===== src/rtl/mole_pkg.sv =====
// Shared types and default constants for the whack-a-mole scheduler.
package mole_pkg;

  typedef enum logic [1:0] {
    ST_IDLE = 2'd0,
    ST_GAP  = 2'd1,
    ST_SHOW = 2'd2,
    ST_OVER = 2'd3
  } state_t;

  localparam int          NUM_HOLES       = 8;
  localparam int          DEF_SHOW_FRAMES = 60;
  localparam int          DEF_GAP_FRAMES  = 30;
  localparam int          DEF_MAX_MISS    = 8;
  localparam logic [15:0] DEF_LFSR_SEED   = 16'hACE1;

endpackage


===== src/rtl/mole_lfsr.sv =====
// 16-bit Fibonacci LFSR, taps 16,14,13,11; SEED must be nonzero.
module mole_lfsr #(
  parameter logic [15:0] SEED = 16'hACE1
) (
  input  logic        clk,
  input  logic        rst_n,
  input  logic        en,
  output logic [15:0] state
);

  always_ff @(posedge clk or negedge rst_n) begin
    if (!rst_n)
      state <= SEED;
    else if (en)
      state <= {state[14:0], state[15] ^ state[13] ^ state[12] ^ state[10]};
  end

endmodule


===== src/rtl/mole_scheduler.sv =====
// Mole game sequencer: picks a hole, times the show/gap windows, counts hits and misses.
// Optional macro MOLE_SPEEDUP_EN shortens the show window after every 8th hit.
//
// state   | meaning
// IDLE    | waiting for first start, no mole
// GAP     | dark interval, counting down GAP_FRAMES
// SHOW    | mole lit on led, counting down the show window
// OVER    | miss limit reached, waiting for start
module mole_scheduler
  import mole_pkg::*;
#(
  parameter int          SHOW_FRAMES = DEF_SHOW_FRAMES,
  parameter int          GAP_FRAMES  = DEF_GAP_FRAMES,
  parameter int          MAX_MISS    = DEF_MAX_MISS,
  parameter logic [15:0] LFSR_SEED   = DEF_LFSR_SEED
) (
  input  logic                 clk,
  input  logic                 rst_n,
  input  logic                 frame_tick,
  input  logic                 start,
  input  logic [NUM_HOLES-1:0] key,
  output logic [NUM_HOLES-1:0] led,
  output logic [7:0]           score,
  output logic [3:0]           miss,
  output logic                 game_over
);

  localparam logic [7:0] GAP_LEN  = 8'(GAP_FRAMES);
  localparam logic [7:0] SHOW_LEN = 8'(SHOW_FRAMES);
  localparam logic [3:0] MISS_END = 4'(MAX_MISS);

  state_t                state;
  logic [7:0]            cnt;
  logic [NUM_HOLES-1:0]  key_d;
  logic [NUM_HOLES-1:0]  key_rise;
  logic [15:0]           lfsr;
  logic [2:0]            prev_pos;
  logic [2:0]            new_pos;
  logic [3:0]            miss_inc;
  logic [7:0]            show_len;
  logic                  expiry;
  logic                  hit;
  logic                  wrong;

  mole_lfsr #(.SEED(LFSR_SEED)) u_lfsr (
    .clk   (clk),
    .rst_n (rst_n),
    .en    (1'b1),
    .state (lfsr)
  );

  // led is one-hot on the mole hole during SHOW, so it doubles as the hit mask
  assign key_rise = key & ~key_d;
  assign hit      = (state == ST_SHOW) && |(key_rise & led);
  assign wrong    = (state == ST_SHOW) && |(key_rise & ~led);
  assign expiry   = frame_tick && (cnt == 8'd1);
  assign new_pos  = (lfsr[2:0] == prev_pos) ? lfsr[2:0] + 3'd1 : lfsr[2:0];
  assign miss_inc = miss + 4'd1;

`ifdef MOLE_SPEEDUP_EN
  logic [7:0] show_win;
  logic [7:0] win_next;
  logic [2:0] hit_cnt;

  assign show_len = show_win;

  always_comb begin
    win_next = show_win - (show_win >> 2);
    if (win_next < 8'd8)
      win_next = 8'd8;
  end

  always_ff @(posedge clk or negedge rst_n) begin
    if (!rst_n) begin
      show_win <= SHOW_LEN;
      hit_cnt  <= 3'd0;
    end else if (start) begin
      show_win <= SHOW_LEN;
      hit_cnt  <= 3'd0;
    end else if (hit) begin
      hit_cnt <= hit_cnt + 3'd1;
      if (hit_cnt == 3'd7)
        show_win <= win_next;
    end
  end
`else
  assign show_len = SHOW_LEN;
`endif

  always_ff @(posedge clk or negedge rst_n) begin
    if (!rst_n) begin
      state     <= ST_IDLE;
      cnt       <= 8'd0;
      key_d     <= '0;
      prev_pos  <= 3'd0;
      led       <= '0;
      score     <= 8'd0;
      miss      <= 4'd0;
      game_over <= 1'b0;
    end else begin
      key_d <= key;
      if (frame_tick && cnt != 8'd0)
        cnt <= cnt - 8'd1;

      // start restarts the game from any state
      if (start) begin
        state     <= ST_GAP;
        cnt       <= GAP_LEN;
        led       <= '0;
        score     <= 8'd0;
        miss      <= 4'd0;
        game_over <= 1'b0;
      end else begin
        case (state)
          ST_GAP: begin
            if (expiry) begin
              prev_pos <= new_pos;
              led      <= 8'b1 << new_pos;
              cnt      <= show_len;
              state    <= ST_SHOW;
            end
          end
          ST_SHOW: begin
            if (hit) begin
              if (score != 8'hFF)
                score <= score + 8'd1;
              led   <= '0;
              cnt   <= GAP_LEN;
              state <= ST_GAP;
            end else if (wrong || expiry) begin
              miss <= miss_inc;
              if (miss_inc == MISS_END) begin
                led       <= '0;
                game_over <= 1'b1;
                state     <= ST_OVER;
              end else if (expiry) begin
                led   <= '0;
                cnt   <= GAP_LEN;
                state <= ST_GAP;
              end
            end
          end
          default: ;
        endcase
      end
    end
  end

endmodule


===== config.mk =====
export PLATFORM = sky130hd
export DESIGN_NAME = mole_scheduler
export DESIGN_NICKNAME = d
export VERILOG_FILES = /design/src/rtl/mole_pkg.sv /design/src/rtl/mole_lfsr.sv /design/src/rtl/mole_scheduler.sv
export SDC_FILE = /design/constraint.sdc
export NUM_CORES = 1
export LEC_CHECK = 0
export BUFFER_PORTS_ARGS = -buffer_cell sky130_fd_sc_hd__buf_2
export CAP_MARGIN = 10
export CELL_PAD_IN_SITES_DETAIL_PLACEMENT = 1
export CELL_PAD_IN_SITES_GLOBAL_PLACEMENT = 2
export CORE_MARGIN = 5
export CORE_UTILIZATION = 40
export CTS_BUF_LIST = sky130_fd_sc_hd__clkbuf_4 sky130_fd_sc_hd__clkbuf_8
export CTS_CLUSTER_SIZE = 28
export DETAILED_ROUTE_END_ITERATION = 8
export GPL_TIMING_DRIVEN = 1
export PLACE_DENSITY_LB_ADDON = 0.08
export SLEW_MARGIN = 15
export SYNTH_ARGS = -nofsm -noshare
export SYNTH_HDL_FRONTEND = slang
export SYNTH_SLANG_ARGS = --single-unit

===== constraint.sdc =====
create_clock -name clk -period 3.05 [get_ports clk]
set_input_delay 0.61 -clock clk [delete_from_list [all_inputs] [get_ports clk]]
set_output_delay 0.61 -clock clk [all_outputs]
set_load 0.005 [all_outputs]

### Word-level counts from Yosys, hierarchy flattened

Cells that the tools add are included.

* $add $sub $neg: 4
* multiply operators: 0
* div/mod/pow operators: 0
* order comparisons: 0
* eq/ne operators: 10
* shifts and indexed selects: 1
* mux-type cells: 36
* bitwise gates (word level): 9
* reduce and logical (&&, ||, !) cells: 19

Operators with widths (count)
* $mux W8: 17
* $pmux W8 S2: 2
* $and A8 B8 Y8: 3
* $mux W4: 4
* $not A8 Y8: 2
* $reduce_or A8 Y1: 2
* $mux W2: 6
* $reduce_bool A2 Y1: 5
* $reduce_and A3 Y1: 3
* $add A8 B1 Y8 const B: 1
* $eq A8 B1 Y1 const B: 1
* $ne A8 B8 Y1 const B: 1
* $reduce_and A4 Y1: 2
* $reduce_bool A8 Y1: 1
* $shl A1 B3 Y8 const A: 1
* $sub A8 B1 Y8 const B: 1
* $mux W1: 5
* $ne A5 B4 Y1 const B: 1
* $add A4 B1 Y4 const B: 1
* $eq A4 B4 Y1 const B: 1
* $logic_and A1 B1 Y1: 4
* $ne A4 B3 Y1 const B: 1
* $pmux W2 S2: 1
* $add A3 B1 Y3 const B: 1
* other kinds (10): 12

* flip-flop bits (word level): 58
* bits in latches: 0
* RAM bits: 0
* memory bits (read-only): 0
* input bits: 12
* output and inout bits: 21
* logic and storage cells: 88
* memories: 0

### Depth between registers and ports, before layout

Gate-level depths: netlist (run 1).

* depth in word-level cells: 10
* mapped depth: 8
* gate-level depth less buffers: 7

### By module

From an unflattened synthesis (run 1), not the netlist that was laid out.

* cells, all modules: 272
* area, all modules: 3066.7 sq um

By module, submodules not included
* mole_scheduler: instances 1, cells each 234, area an instance 2391.0 sq um, sequential area each 1051.0 sq um
* mole_lfsr: instances 1, cells each 38, area an instance 675.6 sq um, sequential area each 410.4 sq um

### Worst setup path before layout (run 1)

OpenSTA, ideal clock, no wires.

* path type: register -> register
* start point: reg cnt[2]
* end point: reg miss[2]
* setup time: 0.078 ns
* data arrival time: 2.191 ns
* data required time: 2.972 ns
* slack: 0.781 ns
* stages on the path, launching flop included: 6
* buffers on the path: 0
* period minus slack after synthesis: 2.269 ns
* cell sequence: dfrtp_1 or4_4 or4_4 and3_4 or4_1 a21oi_1

* word-level cells in the longest chain between the ends: 5

Ends and longest elaborated chain
* start, declared: line mole_scheduler.sv:33 `logic [7:0] cnt;`
* start signal, assigned: line mole_scheduler.sv:103 `cnt <= cnt - 8'd1;`
* start signal, assigned: line mole_scheduler.sv:119 `cnt <= show_len;`
* $eq A8 B1 Y1: line mole_scheduler.sv:56 `assign expiry = frame_tick && (cnt == 8'd1);`
* $logic_and A1 B1 Y1: line mole_scheduler.sv:56
* $logic_or A1 B1 Y1: line mole_scheduler.sv:130 `end else if (wrong || expiry) begin`
* $reduce_bool A2 Y1 (no source line)
* $reduce_and A3 Y1 (no source line)
* end signal, assigned: line mole_scheduler.sv:131 `miss <= miss_inc;`
* end, declared: line mole_scheduler.sv:24 `output logic [3:0] miss,`

No other way between the ends.
A chain may end at the register's enable or synchronous reset.

### Worst setup path after layout (run 1)

* start point: reg cnt[2]
* end point: reg cnt[6]

* word-level cells in the longest chain between the ends: 9
* elaborated cells on any way between the ends: 14
* those cells by class: add/sub (1); eq/ne (1); mux (8); reduce/logical (4)

Ends and longest elaborated chain
* parallel branches: the longest is 7 deep, another holds $sub A8 B1 Y8
* $pmux W8 S2 (*): line mole_scheduler.sv:114 `case (state)`
* $mux W8 (*): line mole_scheduler.sv:106 `if (start) begin`

Mark *: on every way between the ends.

==> summary.md, run 1 <==
| Metric | Value |
|---|---|
| Core area | `6832 um^2` |
| Headroom to the max-slew limit | `0.5966` |
| P_leak | `1.559 nW` |
| Sequential share of the synthesized area | `0.5154` |
| CTS buffer count | `9` |
| 1st-iter DRT viols | `62` |
| WL final | `6896 um` |
| GRT overflow | `0` |
| Post-CTS Repair Setup Buffers | `0` |
| Residual DRC | `0` |
| CTS Sinks | `58` |
| CTS Hold Bufs | `0` |
| Reg clk slew, reported paths | `0.07 ns` |
| TritonRoute pass-1 iters | `4` |
| Final Slew Violations | `0` |
| YS warnings | `0` |
| Drt wl/cell | `17.20 um` |
| Worst slew pin tran | `0.5987 ns` |
| First-pass GRT wire length | `11860 um` |
| CTS tree | `done` |
| Status | `finished clean` |
| Area of the multi-input gates | `1310 um^2` |
| Die Ht | `94.19 um` |
| GPL Wtd Cong | `0.7509` |
| WS Path Type | `flop to flop` |
| Worst EP arrival | `2.70 ns` |
| Filler Cell Count | `790` |
| Fmax | `401.8 MHz` |
| Setup crit end kind | `flop` |
| Die ar. | `8872 um^2` |
| VDD IR max | `242.0 uV` |
| Req. time, crit path | `3.26 ns` |
| Max FO, Critical Path | `7` |
| Via/cell ratio | `5.451` |
| Die Wd | `94.19 um` |
| Worst Hold Class | `input pin to async pin` |
| Total negative slack | `0 ns` |
| GR Layer Usage met3 | `0.03045` |
| Mapped Avg Cell Area | `11.08 um^2` |
| Ys flop type | `dfrtp_1` |
| Post-Synthesis Cells | `256` |
| Skew-Pair Late Insertion Delay | `0.34 ns` |
| RSZ-0062 raised after global routing | `no` |
| Initial antenna violation count | `0` |
| Max-cap violations | `0` |
| Largest net degree at the start of global routing | `35` |
| Routed vias | `2186` |
| Met2 Track Usage GR | `0.2713` |
| Row cnt | `30` |
| Fraction of layout cells with a size suffix above 1 | `0.2426` |
| Fin util | `0.4894` |
| FF/Latch Area | `1461 um^2` |
| Syn Nets | `276` |
| Tmin final | `2.489 ns` |
| H-tree depth | `3` |
| Post-CTS sizing | `0` |
| GRT Util Overall | `0.1745` |
| Worst setup SP type | `flop` |
| Port Buffers | `32` |
| Final Hold Vio Count | `0` |
| Synthesized area | `2835 um^2` |
| Share of synthesized flip-flops with an asynchronous set or reset | `1.000` |
| Synth cell types | `51` |
| Number of synthesized flops with an enable pin | `0` |
| Final setup fails | `0` |
| Clock skew | `0.006416 ns` |
| M1 GR Usage | `0.2295` |
| Number of global-route vias before repair | `2368` |
| Initial Utilization | `0.4150` |
| Power Density | `487.5 nW/um^2` |
| Max Root-Sink Buffers | `2` |
| Root cell of the clock tree | `clkbuf_8` |
| Post-synthesis register bit count | `58` |
| Final worst path period share | `0.8161` |
| P&R area growth vs syn | `17.92%` |
| Final-stage net count | `320` |
| Antenna viol nets, final | `0` |
| Dpl hpwl | `4959 um` |
| Io pins | `33` |
| Global route hottest layer | `met2` |
| N_diodes | `0` |
## worst max-delay path, stage by stage, from the launching register on
cell	delay, ns
dfrtp_1	0.44
or4_4	0.60
nor4_2	0.54
a2111oi_0	0.26
o31ai_1	0.43
nor2_1	0.10
## layer usage
metal / share of wire / vias to the layer above
li1: - / 1038
met1: 0.48 / 1099
met5: 0 / -
met4: 0.026 / 0
met2: 0.46 / 32
met3: 0.027 / 17
## final cells by class
| class | count | area share |
|---|---|---|
| Tap cell | 96 | 0.03593 |
| Timing Repair Buffer | 37 | 0.05913 |
| Multi-Input combinational cell | 182 | 0.3918 |
| Sequential cell | 58 | 0.4371 |
| Clock inverter | 4 | 0.01497 |
| Inverter | 12 | 0.01347 |
| Clock buffer | 12 | 0.04753 |
## final timing paths
| kind | cells past startpoint | slack (ns) | startpoint | to |
|---|---|---|---|---|
| max reg2reg | 5 | 0.56 | cnt[2] | cnt[6] |
| max in group asynchronous | 2 | 2.39 | rst_n | u_lfsr.state[13] |
| min in group clk | 0 | 0.35 | u_lfsr.state[8] | u_lfsr.state[9] |
| min | 2 | 0.25 | rst_n | u_lfsr.state[4] |
| min reg2reg | 0 | 0.35 | u_lfsr.state[8] | u_lfsr.state[9] |
| max | 5 | 0.56 | cnt[2] | cnt[6] |
## power by group
part	switching [W]	total (W)	internal (W)
combinational	0.0000561	0.0000884	0.0000323
clock	0.000321	0.000751	0.000430
sequential	0.00000907	0.000791	0.000781
total	0.000387	0.00163	0.00124
## synth_stat cells (2+ instances only)
cell / n / share of area
or3_2: 2 / 0.0053
dfstp_2: 8 / 0.074
nor3_1: 6 / 0.011
a21oi_1: 8 / 0.014
xnor2_1: 10 / 0.031
inv_1: 11 / 0.015
clkbuf_1: 3 / 0.0040
and3_1: 4 / 0.0088
or3_1: 2 / 0.0044
nor3b_1: 9 / 0.024
o21ai_0: 6 / 0.011
mux2_2: 4 / 0.016
a211oi_1: 2 / 0.0053
nor2_1: 16 / 0.021
o31ai_1: 4 / 0.011
ha_1: 8 / 0.035
o211ai_1: 6 / 0.016
mux2i_1: 12 / 0.042
nor4_1: 6 / 0.013
and4_1: 3 / 0.0093
nand3b_1: 9 / 0.024
nand4_1: 10 / 0.022
or4_4: 2 / 0.0079
dfrtp_1: 50 / 0.44
xor2_1: 9 / 0.028
o2111ai_1: 2 / 0.0062
nand2_1: 15 / 0.020
nand3_1: 6 / 0.011
## layout by cell type, fill, tap and decap left out, types with 5 or more instances in the layout
cell type  count
a21oi_1        8
buf_2         32
buf_4          5
clkbuf_8      11
dfrtp_1       50
dfstp_2        8
ha_1           8
inv_1         11
mux2i_1       12
nand2_1       15
nand3_1        6
nand3b_1       9
nand4_1       10
nor2_1        16
nor3_1         6
nor3b_1        9
nor4_1         6
o211ai_1       6
o21ai_0        6
xnor2_1       10
xor2_1         9
## registers in the layout (all words and copies together), names as in the netlist
name          count
prev_pos          3
state             2
key_d             8
led               8
game_over         1
u_lfsr.state     16
miss              4
score             8
cnt               8
## logic make-up after synthesis
kind of cell / synth area share
and+or+nand+nor: 0.2061
adders and majority gates: 0.03531
xor gates and xnor gates: 0.05869
AOI/OAI and AO/OA: 0.1037
DFF: 0.5154
muxes: 0.05825
buffers and inverters: 0.02251
## metrics by stage
stage	setup WS (ns)	hold slack, ns	instance area [um^2]	total power (W)	cells
2_1_floorplan	0.7808	0.3144	2835	0.0008458	256
3_3_place_gp	0.6487	0.3352	3134	0.0008925	385
3_5_place_dp	0.5576	0.3363	3134	0.0008948	385
4_1_cts	0.5332	0.2545	3343	0.001648	401
5_1_grt	0.3210	0.2935	3343	0.001700	401
6_report	0.5609	0.2539	3343	0.001630	401
(Power assumes the default switching activity.)
==> run 2: changes to the inputs <==
--- a/config.mk
+++ b/config.mk
@@ -5,12 +5,13 @@
 export SDC_FILE = /design/constraint.sdc
 export NUM_CORES = 1
 export LEC_CHECK = 0
+export ABC_AREA = 1
 export BUFFER_PORTS_ARGS = -buffer_cell sky130_fd_sc_hd__buf_2
 export CAP_MARGIN = 10
 export CELL_PAD_IN_SITES_DETAIL_PLACEMENT = 1
 export CELL_PAD_IN_SITES_GLOBAL_PLACEMENT = 2
 export CORE_MARGIN = 5
-export CORE_UTILIZATION = 40
+export CORE_UTILIZATION = 33
 export CTS_BUF_LIST = sky130_fd_sc_hd__clkbuf_4 sky130_fd_sc_hd__clkbuf_8
 export CTS_CLUSTER_SIZE = 28
 export DETAILED_ROUTE_END_ITERATION = 8
==> constraint.sdc (replaced) <==
create_clock -name clk -period 2 [get_ports clk]
set_input_delay 0.4 -clock clk [delete_from_list [all_inputs] [get_ports clk]]
set_output_delay 0.4 -clock clk [all_outputs]
set_load 0.005 [all_outputs]
==> summary.md, run 2 <==
| Metric | Value |
|---|---|
| Number of global-route vias before repair | `2504` |
| Flip-flop count of the largest register, all copies and words added | `16` |
| Drt wl/cell | `13.69 um` |
| Worst r2r src | `state[0]` |
| H-tree depth | `3` |
| Via/cell ratio | `4.704` |
| Row cnt | `34` |
| Die ar. | `11010 um^2` |
| P_leak | `1.813 nW` |
| Routed vias | `2413` |
| Power Density | `1029 nW/um^2` |
| Reg clk slew, reported paths | `0.07 ns` |
| Largest register by flop count | `u_lfsr.state` |
| HP Start | `key[5]` |
| Buf+Inv Stages, Crit Path | `3` |
| Initial Utilization | `0.3394` |
| N_diodes | `0` |
| Clock Power Share | `0.341` |
| Number of synthesized flops with an enable pin | `0` |
| Synth Area in XOR/XNOR | `0.04039` |
| Initial antenna violation count | `0` |
| Setup crit end kind | `flop` |
| Worst slew pin tran | `0.3888 ns` |
| Fraction of layout cells with a size suffix above 1 | `0.2049` |
| Beginning of the critical path | `state[0]` |
| Max incr delay on CP | `0.37 ns` |
| Core area | `8763 um^2` |
| R2R depth | `9` |
| Power Total | `0.003650 W` |
| Post-synthesis register bit count | `58` |
| GPL Wtd Cong | `0.7627` |
| Max-cap violations | `0` |
| Critical path, cell by cell | `inv_1, ha_1, nor2_1, inv_1, nor2_2, inv_1, nand3_2, nand2_1, nand2_1` |
| CTS Sinks | `58` |
| Synth Area in Simple Gates | `0.3206` |
| Residual DRC | `0` |
| GRT Util Overall | `0.1391` |
| Final Hold Vio Count | `0` |
| CP most frequent cell | `inv_1` |
| Clock skew | `0.01127 ns` |
| Antenna viol nets, final | `0` |
| Final setup fails | `0` |
| Syn Nets | `374` |
| RR Endpoint | `led[4]` |
| Die Ht | `104.9 um` |
| M1 GR Usage | `0.2028` |
| Worst setup SP type | `flop` |
| Skew-Pair Late Insertion Delay | `0.34 ns` |
| Register share of total power | `0.381` |
| Area leader, netlist | `dfrtp_1` |
| Port Buffers | `32` |
| GRT overflow | `0` |
| Ys flop type | `dfrtp_1` |
| Synthesized area | `2974 um^2` |
| WS Path Type | `flop to flop` |
| Req. time, crit path | `2.28 ns` |
| Global route hottest layer | `met1` |
| Hold path depth | `1` |
| Met2 Track Usage GR | `0.1951` |
| CP top delay family | `simple AND/OR/NAND/NOR gates` |
| P&R area growth vs syn | `19.31%` |
| RSZ-0062 raised after global routing | `no` |
| Hold EP | `key_d[5]` |
| Comb pwr share | `0.278` |
| YS warnings | `0` |
| 1st-iter DRT viols | `50` |
| First-pass GRT wire length | `12590 um` |
| Worst Hold Class | `input pin to flop` |
| Root cell of the clock tree | `clkbuf_8` |
| Most frequent cells in the layout | `nand2_1, dfrtp_1, nand3_1, inv_1, nor2_1` |
| Synth cell types | `34` |
| Headroom to the max-slew limit | `0.7392` |
| Dpl hpwl | `5238 um` |
| WL final | `7025 um` |
| Commonest non-fill, non-tap cell in the layout | `nand2_1` |
| Sw Share | `0.3508` |
| Total negative slack | `0 ns` |
| Sequential share of the synthesized area | `0.4914` |
| Adder-cell share of the synthesized area | `0.03366` |
| Final-stage net count | `420` |
| Most frequent cell after synthesis | `nand2_1` |
| Compound-cell area share of the yosys netlist | `0.05427` |
| Worst EP arrival | `2.06 ns` |
| Die Wd | `104.9 um` |
| Final Slew Violations | `0` |
| Flop-to-flop setup slack | `0.23 ns` |
| Largest net degree at the start of global routing | `31` |
| Max Root-Sink Buffers | `2` |
| CP max-delay cell | `dfrtp_1` |
| Status | `finished clean` |
| Max FO, Critical Path | `10` |
| GR Layer Usage met3 | `0.03514` |
| Largest family of logic cells by synthesized area | `simple AND/OR/NAND/NOR gates` |
| Mapped Avg Cell Area | `8.401 um^2` |
| CTS buffer count | `9` |
| Sw Pwr | `0.001281 W` |
| Most frequent cells after synthesis | `nand2_1, dfrtp_1, nand3_1` |
| Post-Synthesis Cells | `354` |
| TritonRoute pass-1 iters | `4` |
| Tmin final | `1.774 ns` |
| VDD IR max | `348.9 uV` |
| Post-synthesis mux area share | `0` |
| Share of synthesized flip-flops with an asynchronous set or reset | `1.000` |
| Post-synth top area share | `0.4207` |
| Synth area leaders | `dfrtp_1, nand2_1, dfstp_2` |
| Pint | `0.002370 W` |
| Io pins | `33` |
| CTS tree | `done` |
| Fmax | `563.7 MHz` |
| Final worst path period share | `0.8871` |
==> run 2: layer usage <==
layer,vias to the layer above,wire (um)
met2,36,2923
met3,10,285
met4,0,112
li1,1230,-
met5,-,0
met1,1137,3704
==> run 2: cell families (layout without fill, tap and decap cells) <==
group                      after synthesis  after routing
DFF                                     58             58
xor gates and xnor gates                12             12
AOI/OAI and AO/OA                       29             29
buffers and inverters                   46             97
and+or+nand+nor                        201            201
adders and majority gates                8              8
==> run 2: layout make-up <==
cell class	count	area (um^2)
Clock inverter	6	90.09
Tap cell	108	135.1
Multi-Input combinational cell	250	1343
Fill cell	1085	5215
Clock buffer	10	137.6
Timing Repair Buffer	38	220.2
Sequential cell	58	1461
Inverter	43	161.4
==> run 2: power groups by stage <==
stage | Combinational [W] | Clock, W | Sequential, W
final | 0.00102 | 0.00124 | 0.00139
after global routing | 0.00117 | 0.00136 | 0.00141
after CTS | 0.00104 | 0.00130 | 0.00139
after floorplan | 0.000745 | 0 | 0.00139
after global placement | 0.00103 | 0 | 0.00141
after detailed placement | 0.00103 | 0 | 0.00141
==> run 2: through the flow <==
step	setup WS (ns)	util	cell area, um^2	hold slack, ns	instances
final	0.2259	0.4049	3548	0.1944	513
after global routing	0.01621	0.4049	3548	0.1728	513
after CTS	0.1989	0.4041	3541	0.1748	513
after detailed placement	0.2045	0.3769	3303	0.3112	496
after global placement	0.2045	0.3769	3303	0.3127	496
after floorplan	0.4643	-	2974	0.1044	354
==> run 2: worst register-to-register path, delay by kind of cell (launching register included) <==
kind | cells | cell delay [ns]
adder cells (fa/ha/maj) | 1 | 0.29
buffers and inverters | 3 | 0.24
flip-flops | 1 | 0.37
AND/OR/NAND/NOR | 5 | 0.81
==> run 2: repair_timing <==
action                                  in CTS  in global routing
hold buffers                                 1                  0
endpoints found under the setup margin       0                  1
gates resized for setup                      0                  1
hold endpoints to repair                    10                  0
buffers inserted                             0                  0
==> run 2: worst max-delay path by stage <==
| stage | to | slack [ns] | cells past startpoint |
|---|---|---|---|
| 6_report | led[4] | 0.23 | 9 |
| 5_1_grt | score[0] | 0.02 | 11 |
| 4_1_cts | led[4] | 0.20 | 9 |
| 3_5_place_dp | led[4] | 0.20 | 10 |
| 3_3_place_gp | led[2] | 0.20 | 9 |
| 2_1_floorplan | led[0] | 0.46 | 10 |
